--- config.mk ---
export PLATFORM = sky130hd
export DESIGN_NAME = ap_accum_array
export DESIGN_NICKNAME = d
export VERILOG_FILES = /design/src/rtl/ap_accum_array.sv
export SDC_FILE = /design/constraint.sdc
export NUM_CORES = 1
export LEC_CHECK = 0
export BUFFER_PORTS_ARGS = -buffer_cell sky130_fd_sc_hd__buf_2
export CORE_ASPECT_RATIO = 1.25
export CORE_MARGIN = 2
export CORE_UTILIZATION = 65
export CTS_BUF_LIST = sky130_fd_sc_hd__clkbuf_8
export DETAILED_ROUTE_END_ITERATION = 8
export PLACE_DENSITY = 0.92
export SYNTH_ARGS = -nofsm -noshare
export SYNTH_HDL_FRONTEND = slang
export SYNTH_SLANG_ARGS = --single-unit
--- constraint.sdc ---
create_clock -name clk -period 8.9 [get_ports clk]
set_clock_uncertainty 0.15 [all_clocks]
set_input_delay 1.78 -clock clk [delete_from_list [all_inputs] [get_ports clk]]
set_output_delay 1.78 -clock clk [all_outputs]
set_load 0.005 [all_outputs]
--- src/rtl/ap_accum_array.sv ---
// -----------------------------------------------------------------------------
// ap_accum_array
//
// Bank of NCH independent signed accumulators fed by one valid/ready input
// stream. Each beat adds in_data into the accumulator of channel in_ch, either
// wrapping or saturating on two's-complement overflow. A beat flagged in_last
// emits the channel's final sum into a single-entry output register and clears
// the channel's accumulator and sticky overflow flag in the same edge.
//
// Ports
//   clk        : sole clock, rising edge
//   rst_n      : asynchronous active-low reset
//   sat_mode   : 1 = saturate on overflow, 0 = wrap (sampled per accepted beat)
//   in_valid   : input beat offered
//   in_ready   : input beat can be accepted this cycle
//   in_ch      : target channel (values >= NCH are accepted and dropped)
//   in_data    : signed addend
//   in_last    : final beat of the channel's accumulation
//   out_valid  : result held on out_* ports
//   out_ready  : consumer accepts the result
//   out_ch     : channel of the emitted result
//   out_data   : signed accumulated result
//   out_ovf    : overflow seen on any beat of the emitted accumulation
//   ovf_flags  : live sticky overflow flag per channel
// -----------------------------------------------------------------------------
module ap_accum_array #(
  parameter int WIDTH = 68,
  parameter int NCH   = 4,
  parameter int CHW   = (NCH > 1) ? $clog2(NCH) : 1
) (
  input  logic                    clk,
  input  logic                    rst_n,
  input  logic                    sat_mode,
  input  logic                    in_valid,
  output logic                    in_ready,
  input  logic [CHW-1:0]          in_ch,
  input  logic signed [WIDTH-1:0] in_data,
  input  logic                    in_last,
  output logic                    out_valid,
  input  logic                    out_ready,
  output logic [CHW-1:0]          out_ch,
  output logic signed [WIDTH-1:0] out_data,
  output logic                    out_ovf,
  output logic [NCH-1:0]          ovf_flags
);

  // Index width that exactly addresses the accumulator bank; in_ch may be
  // wider so that out-of-range channels can be presented and dropped.
  localparam int IDXW = (NCH > 1) ? $clog2(NCH) : 1;

  localparam logic signed [WIDTH-1:0] MAX_POS = {1'b0, {(WIDTH-1){1'b1}}};
  localparam logic signed [WIDTH-1:0] MIN_NEG = {1'b1, {(WIDTH-1){1'b0}}};

  // ---------------------------------------------------------------------------
  // State
  // ---------------------------------------------------------------------------
  logic signed [WIDTH-1:0] acc_q [NCH];
  logic signed [WIDTH-1:0] acc_d [NCH];
  logic [NCH-1:0]          ovf_q, ovf_d;

  logic                    out_valid_q, out_valid_d;
  logic [CHW-1:0]          out_ch_q, out_ch_d;
  logic signed [WIDTH-1:0] out_data_q, out_data_d;
  logic                    out_ovf_q, out_ovf_d;

  // ---------------------------------------------------------------------------
  // Handshake and channel decode
  // ---------------------------------------------------------------------------
  logic            beat_acc;   // handshake completed this edge
  logic            ch_ok;      // channel addresses a real accumulator
  logic            beat_ok;    // accepted beat that actually updates state
  logic [IDXW-1:0] ch_idx;

  // The output register is single-entry: input stalls only when it is full
  // and the consumer is not draining it this cycle.
  assign in_ready = !out_valid_q || out_ready;
  assign beat_acc = in_valid && in_ready;

  assign ch_ok   = (32'(in_ch) < 32'(NCH));
  assign ch_idx  = ch_ok ? IDXW'(in_ch) : '0;
  assign beat_ok = beat_acc && ch_ok;

  // ---------------------------------------------------------------------------
  // Adder with overflow detection and optional saturation
  // ---------------------------------------------------------------------------
  logic signed [WIDTH-1:0] cur_acc;
  logic signed [WIDTH-1:0] sum_tmp;
  logic                    pos_ovf, neg_ovf, beat_ovf;
  logic signed [WIDTH-1:0] next_val;

  assign cur_acc = acc_q[ch_idx];
  assign sum_tmp = cur_acc + in_data;

  // Overflow is only possible when both operands share a sign and the
  // truncated sum's sign differs from it.
  assign pos_ovf  = !cur_acc[WIDTH-1] && !in_data[WIDTH-1] &&  sum_tmp[WIDTH-1];
  assign neg_ovf  =  cur_acc[WIDTH-1] &&  in_data[WIDTH-1] && !sum_tmp[WIDTH-1];
  assign beat_ovf = pos_ovf || neg_ovf;

  // The clamped value is written back as-is, so later beats build on the
  // saturated value with no hidden extra precision.
  always_comb begin
    next_val = sum_tmp;
    if (sat_mode && pos_ovf) begin
      next_val = MAX_POS;
    end else if (sat_mode && neg_ovf) begin
      next_val = MIN_NEG;
    end
  end

  // ---------------------------------------------------------------------------
  // Next-state logic
  // ---------------------------------------------------------------------------
  always_comb begin
    // NOTE: every variable written here gets a default first, so no path
    // leaves one unassigned and no latch is inferred.
    acc_d       = acc_q;
    ovf_d       = ovf_q;
    out_valid_d = out_valid_q;
    out_ch_d    = out_ch_q;
    out_data_d  = out_data_q;
    out_ovf_d   = out_ovf_q;

    // Consumer drains the held result.
    if (out_valid_q && out_ready) begin
      out_valid_d = 1'b0;
    end

    if (beat_ok) begin
      if (in_last) begin
        // A last beat accepted in the same edge as a drain replaces the
        // drained result, keeping out_valid high.
        out_valid_d    = 1'b1;
        out_ch_d       = in_ch;
        out_data_d     = next_val;
        out_ovf_d      = ovf_q[ch_idx] || beat_ovf;
        acc_d[ch_idx]  = '0;
        ovf_d[ch_idx]  = 1'b0;
      end else begin
        acc_d[ch_idx]  = next_val;
        ovf_d[ch_idx]  = ovf_q[ch_idx] || beat_ovf;
      end
    end
  end

  // ---------------------------------------------------------------------------
  // State registers
  // ---------------------------------------------------------------------------
  always_ff @(posedge clk or negedge rst_n) begin
    if (!rst_n) begin
      // NOTE: the accumulator bank is a set of flops, not a RAM, and must be
      // cleared on reset, so every entry is reset explicitly.
      for (int i = 0; i < NCH; i++) begin
        acc_q[i] <= '0;
      end
      ovf_q       <= '0;
      out_valid_q <= 1'b0;
      out_ch_q    <= '0;
      out_data_q  <= '0;
      out_ovf_q   <= 1'b0;
    end else begin
      // NOTE: sequential state uses non-blocking assignments so every flop
      // samples the pre-edge values regardless of statement order.
      acc_q       <= acc_d;
      ovf_q       <= ovf_d;
      out_valid_q <= out_valid_d;
      out_ch_q    <= out_ch_d;
      out_data_q  <= out_data_d;
      out_ovf_q   <= out_ovf_d;
    end
  end

  // ---------------------------------------------------------------------------
  // Outputs
  // ---------------------------------------------------------------------------
  assign out_valid = out_valid_q;
  assign out_ch    = out_ch_q;
  assign out_data  = out_data_q;
  assign out_ovf   = out_ovf_q;
  assign ovf_flags = ovf_q;

endmodule
==> impl_results.md, run 1 <==
* Hpwl dp at 37810 um
* Setup-failing EPs final at 0
* Max cap viols at 0
* Vias in the first global route at 17954
* CTS tree: yes
* Port bufs at ~150
* Avg Inst Size Synth at about 10 um^2
* # fillers at 1909
* DR iter-0 viols at about 2300
* Slew headroom at 21.26%
* Initial antenna violation count at 1
* Fin nets at about 2100
* Xor/xnor cell area share of the yosys netlist at ~2.7%
* RSZ-0062 raised after global routing: false
* Root buf cell: clkbuf_8
* Mapped cell area at roughly 19000 um^2
* Syn Inst Count at between 1500 and 2000
* Run status: completed
* Area Growth Syn to Fin at 10.68%
* Sequential share of the synthesized area at 45.95%
* Synth area leader: dfrtp_1
* Initial core utilization at 66.32%
* Kind of critical path: input pin to flip-flop
* Total Routed Length at ~60000 um
* Mux share of post-synthesis cell area at roughly 9%
* CTS H-tree lvls at 2
* Die Span Y at 194.9 um
* Met3 Use GR at 9.320%
* Yosys reg bits at 348
* Tightest Hold Check Type: flip-flop to flip-flop
* Peak supply drop at about 0.24 mV
* TritonRoute pass-1 iters at 7
* Via density at just over 7
* Power Density at 406.2 nW/um^2
* Actual slew at the worst max-slew pin at between 1 and 1.5 ns
* CTS buffer count at 52
* DRC violations left at 0
* Post-CTS sizing at 0
* Post-route cell area at 20980 um^2
* I/O pins at 153
* RePlAce Congestion at ~0.97
* Async S/R FF share, synth at 100.0%
* Wire length per cell at about 25 um
* Synth Flop Type: dfrtp_1
* Max Fclk at 0.1517 GHz
* Max clock buf depth at 3
* Main combinational cell family by area after synthesis: compound AO/OA/AOI/OAI gates
* CP required at approximately 9.2 ns
* Final hold violation count at 0
* Synth Area in Simple Gates at roughly 9%
* Max-slew violations at 0
* Synthesized-area fraction occupied by adder cells at between 4 and 5%
* Compound-Gate Fraction of Synth Area at 24.56%
* Die Width at about 160 um
* Most common cell after layout, fill and taps aside: dfrtp_1
* Grt ovf at 0
* Setup repair bufs after CTS at 0
* Most frequent cells in the layout: 348 x dfrtp_1, 330 x a21oi_1, 270 x o21ai_0
* Met2 usage at slightly above 60%
* Layout cell share with drive strength beyond 1 at around a fifth
* All-layer global routing usage at between 40 and 50%
* Top cell type's share of synthesized area at a little under half
* Worst EP arrival at roughly 6.9 ns
* Die area at around 31000 um^2
* Core area at between 20000 and 30000 um^2
* Hold_buf cts at 0
* Vias at roughly 17000
* Clock latency on the worst-skew pair at 0.65 ns
* Clock Pin Slew Worst Setup and Hold Paths at about 0.07 ns
* Row cnt at between 60 and 70
* Sink Count at 348
* Final period utilization at between 70% and 80%
* Pin count of the biggest net entering global routing at 190
* Unique masters post-synth at 73
* Leading post-synthesis cells by cell area: dfrtp_1 46%, a21oi_1 8.7%, mux4_2 8.2%, o21ai_0 7.1%, ha_1 4.6%
* Number of synthesized flops with an enable pin at 0
* Setup TNS at 0 ns
* Yosys Warn Count at 0
* First-pass GRT wire length at between 90000 and 100000 um
* GRT met1 Usage at 48.82%
* R2R setup slack at 3.82 ns
* Post-Syn Nets at 2046
* Leak Pwr at around 9.4 nW
* Fin crit period at about 6.6 ns
* CP endpoint kind: flip-flop
* Busiest grt layer: met2
* Post-DP Area at a little under 20000 um^2
* Antenna Nets Post-Route at 0
* Critical Path Fanout Max at 25
* Startpoint Class: input pin
[cell families after synthesis]
| kind of cell | Yosys count |
|---|---|
| adders and majority gates | 70 |
| DFF | 348 |
| muxes | 82 |
| and+or+nand+nor | 382 |
| xor gates and xnor gates | 59 |
| buffers and inverters | 161 |
| AOI/OAI and AO/OA | 798 |
[path summary, 6_finish.rpt]
kind | start | endpoint | depth (start not counted)
max in group asynchronous | rst_n | acc_q[149] | 2
max | in_ch[0] | out_data[4] | 16
max reg2reg | acc_q[21] | out_data[4] | 14
min | out_data[66] | out_data[66] | 2
min in group asynchronous | rst_n | out_data[26] | 1
min reg2reg | out_data[66] | out_data[66] | 2
[report_power, final]
part | switching, W | internal (W)
Clock | 0.000678 | 0.000763
Combinational | 0.00269 | 0.00162
Sequential | 0.000430 | 0.00233
Total | 0.00380 | 0.00472
[area by class of cell]
type	count	area (um^2)	area share (%)
clock buffer	69	949.7	4.528
sequential	348	8708	41.52
multi-input combinational	1391	9529	45.43
antenna	1	2.502	0.01193
inverter	26	97.59	0.4653
tap	390	488.0	2.326
clock inverter	29	214.0	1.020
timing repair buffer	175	985.9	4.701
[critical path, cell delays in order]
cell      delay (ns)
buf_4           0.44
buf_4           0.32
mux4_2          0.56
ha_1            0.33
a211oi_2        0.20
nor2_1          0.11
a41oi_2         0.33
a211oi_2        0.14
o2111a_1        0.28
o211a_1         0.29
o211ai_1        0.25
nand3_1         0.18
and3_1          0.50
nor2_4          0.76
buf_12          0.27
a21oi_1         0.11
[registers in the layout (all words and copies together), names as in the netlist]
register	cells
acc_q	272
out_ch	2
ovf_flags	4
out_ovf	1
out_data	68
out_valid	1
[synthesized netlist by cell type (19+ instances only)]
cell type / number
inv_1: 26
nor2_1: 92
ha_1: 69
clkbuf_1: 85
dfrtp_1: 348
o21ai_0: 270
nand3_1: 26
xor2_1: 19
a21oi_1: 330
a22o_1: 25
xnor2_1: 40
mux4_2: 69
a21o_1: 35
nand2_1: 180
[per-layer routing]
metal  vias to the layer above  share of wire, %  routed length [um]
li1                       7188                 -                   -
met1                      8252                33               20040
met2                      1464                46               27640
met3                       393                12                7344
met4                         0               8.7                5238
met5                         -                 0                   0
[per-stage QoR]
step,instances,setup WS (ns),util [%],power (W),hold WS (ns)
final,2429,2.307,73.40,0.008520,0.3272
after detailed placement,2330,1.778,69.32,0.006869,0.3162
after global routing,2428,2.061,73.39,0.008984,0.3513
after CTS,2428,2.383,73.39,0.008374,0.3307
after global placement,2330,1.975,69.32,0.006683,0.3004
after floorplan,1900,2.583,-,0.005590,0.2879
Power figures use the tool's default switching activity.
==> run 2: changes to the inputs <==
- ABC_AREA: unset -> 1
- CORE_UTILIZATION: 65 -> 63
- PLACE_DENSITY: 0.92 -> 0.89
- clock period: 8.9 -> 6.8 ns (I/O delays scaled with it)
==> run 2 against run 1 <==
First-iteration DRC count up 2.0%. Combinational power down 1%. Global-route usage up 0.099 points. Die area up 11%. Sequential cell count unchanged. Clock power up 17%. Critical path depth up 5. Synthesized cell count up 47%. Via count up 16%. Power up 9.8%. Setup slack worse by 0.54 ns. Largest power group unchanged.
==> impl_results.md, run 2 <==
* Run status: completed
* Setup TNS at 0 ns (unchanged)
* Max Fclk at 0.1987 GHz
* Layout Cells excl Fill at 3356 (+38%)
* Tightest Hold Check Type: flip-flop to flip-flop
* Most flops, register: acc_q
* Synth Flop Type: dfrtp_1
* Max-slew violations at 0 (unchanged)
* Vias in the first global route at 20074 (+12%)
* Power Density at 414.3 nW/um^2 (+2.0%)
* Post-CTS sizing at 0 (unchanged)
* Max cap viols at 0 (unchanged)
* CTS H-tree lvls at 2 (unchanged)
* TritonRoute pass-1 iters at 6 (-1)
* Top cell type's share of synthesized area at 42.74% (-3.2 points)
* Max clock buf depth at 3 (unchanged)
* Wire length per cell at 19.85 um (-20%)
* All-layer global routing usage at 40.12% (+0.099 points)
* Actual slew at the worst max-slew pin at 1.358 ns (+0.1812 ns)
* Fin nets at 3049 (+42%)
* CTS buffer count at 51 (-1.9%)
* Kind of critical path: input pin to flip-flop
* Vias at 20149 (+16%)
* Die Span Y at 205.1 um (+5.2%)
* Number of synthesized flops with an enable pin at 0 (unchanged)
* Post-Syn Nets at 2934 (+43%)
* Layout cell share with drive strength beyond 1 at 13.29% (-6.0 points)
* Worst EP arrival at 5.31 ns (-1.62 ns)
* Top-count cell post-synth: nand2_1
* Yosys Warn Count at 0 (unchanged)
* Peak supply drop at 0.2718 mV (+14%)
* Sink Count at 348 (unchanged)
* Die area at 33800 um^2 (+11%)
* Antenna Nets Post-Route at 0 (unchanged)
* I/O pins at 153 (unchanged)
* Hold_buf cts at 0 (unchanged)
* Avg Inst Size Synth at 7.308 um^2 (-27%)
* DR iter-0 viols at 2341 (+2.0%)
* # fillers at 2531 (+33%)
* Syn Inst Count at 2788 (+47%)
* Most common cell after layout, fill and taps aside: nand2_1
* RSZ-0062 raised after global routing: false
* CTS tree: yes
* Final hold violation count at 0 (unchanged)
* Grt ovf at 0 (unchanged)
* Mapped cell area at 20370 um^2 (+7.5%)
* RePlAce Congestion at 0.9968 (+3.1%)
* Area Growth Syn to Fin at 10.77% (about the same)
* Setup repair bufs after CTS at 0 (unchanged)
* First-pass GRT wire length at 104700 um (+10%)
* DRC violations left at 0 (unchanged)
* Leading post-synthesis cells by cell area: dfrtp_1 43%, nand2_1 17%, a21oi_1 5.6%, nor2_1 5.1%, inv_1 4.4%
* Row cnt at 73 (+5.8%)
* Pin count of the biggest net entering global routing at 179 (-5.8%)
* Most frequent cells in the layout: 908 x nand2_1, 348 x dfrtp_1, 266 x nor2_1
* DP Cell Count at 3262 (+40%)
* CP endpoint kind: flip-flop
* CP required at 7.08 ns (-2.16 ns)
* Initial core utilization at 63.92% (-2.4 points)
* Async S/R FF share, synth at 100.0% (unchanged)
* Critical Path Fanout Max at 39 (+56%)
* Leak Pwr at 11.74 nW (+25%)
* Fin crit period at between 5 and 6 ns
* Unique masters post-synth at 47 (-36%)
* Max FFs per register at 272 (unchanged)
* Total Routed Length at 66620 um (+11%)
* Clock Pin Slew Worst Setup and Hold Paths at 0.07 ns (about the same)
* Clock latency on the worst-skew pair at 0.63 ns (-0.02 ns)
* Top cells by count, synth: 908 x nand2_1, 348 x dfrtp_1, 275 x nor2_1, 237 x inv_1, 226 x a21oi_1
* Setup-failing EPs final at 0 (unchanged)
* Yosys reg bits at 348 (unchanged)
* Initial antenna violation count at 1 (unchanged)
* Die Width at 164.9 um (+5.2%)
* Slew headroom at 9.361% (-12 points)
* Via density at 6.004 (-16%)
* Startpoint Class: input pin
* Final period utilization at 74.00%
* Root buf cell: clkbuf_8
* Hold slack at 0.3241 ns (-0.003148 ns)
* Sequential share of the synthesized area at 42.74% (-3.2 points)
* Hpwl dp at 46100 um (+22%)
* Port bufs at 152 (unchanged)
* Core area at 31880 um^2 (+12%)
* Synth area leader: dfrtp_1
-- run 2: cells by family (layout without fill, tap and decap cells) --
| group | count (synthesis) | in the layout | synth area share (%) |
|---|---|---|---|
| mux | 2 | 2 | 0.09826 |
| compound gates | 576 | 576 | 16.53 |
| buf+inv | 373 | 527 | 7.130 |
| other cells | 0 | 2 | 0 |
| xor+xnor | 39 | 39 | 1.677 |
| flops | 348 | 348 | 42.74 |
| simple gates | 1380 | 1380 | 27.49 |
| fa+ha+maj | 70 | 70 | 4.336 |
-- run 2: per-stage QoR --
| stage | setup WS [ns] | utilization, % | total power, W | cell area (um^2) |
|---|---|---|---|---|
| after floorplan | 2.284 | - | 0.006184 | 20370 |
| after global routing | 1.516 | 70.79 | 0.01003 | 22560 |
| after detailed placement | 1.223 | 67.59 | 0.007564 | 21550 |
| after CTS | 1.851 | 70.79 | 0.009271 | 22560 |
| after global placement | 1.299 | 67.59 | 0.007372 | 21550 |
| final | 1.768 | 70.80 | 0.009351 | 22570 |
-- run 2: routing by layer --
metal	track usage, %	vias to the layer above	part of all wire (%)
li1	-	9250	-
met1	51.14	9354	38
met2	63.46	1261	46
met3	7.815	284	10
met4	23.70	0	6.0
met5	0	-	0
-- run 2: layout make-up --
class	count	area [um^2]	area share (%)
Clock inverter	28	137.6	0.6098
Clock buffer	64	880.8	3.903
Tap cell	412	515.5	2.284
Sequential cell	348	8708	38.59
Antenna cell	2	5.005	0.02218
Multi-Input combinational cell	2067	10280	45.55
Timing Repair Buffer	181	1089	4.823
Inverter	254	953.4	4.224
-- run 2: worst max-delay path: stages --
cell     delay (ns)
buf_2          0.13
inv_1          0.13
nand2_1        0.13
inv_2          0.37
buf_12         0.33
a22oi_1        0.12
nand3_1        0.12
ha_1           0.31
a21oi_1        0.28
o21ai_1        0.15
a21oi_1        0.24
nand2_1        0.12
a21oi_2        0.22
nand2_2        0.08
nand2_1        0.10
nand4_4        0.31
buf_4          0.34
nand2_1        0.07
nand2_1        0.07
nand2_1        0.17
o21ai_1        0.11
-- run 2: where the power goes --
part | leakage, nW | total [W] | switching (W) | internal (W)
Combinational | 7.04 | 0.00427 | 0.00278 | 0.00149
Clock | 0.567 | 0.00169 | 0.000840 | 0.000849
Sequential | 4.13 | 0.00339 | 0.000470 | 0.00292
-- run 2: path summary, 6_finish.rpt --
| check | start | end | slack [ns] | cells past startpoint |
|---|---|---|---|---|
| min | out_data[28] | out_data[28] | 0.32 | 2 |
| min in group asynchronous | rst_n | out_data[10] | 0.63 | 1 |
| max in group asynchronous | rst_n | acc_q[250] | 4.39 | 2 |
| min reg2reg | out_data[28] | out_data[28] | 0.32 | 2 |
| max reg2reg | acc_q[206] | acc_q[32] | 2.99 | 18 |
| max | in_ch[1] | acc_q[32] | 1.77 | 21 |
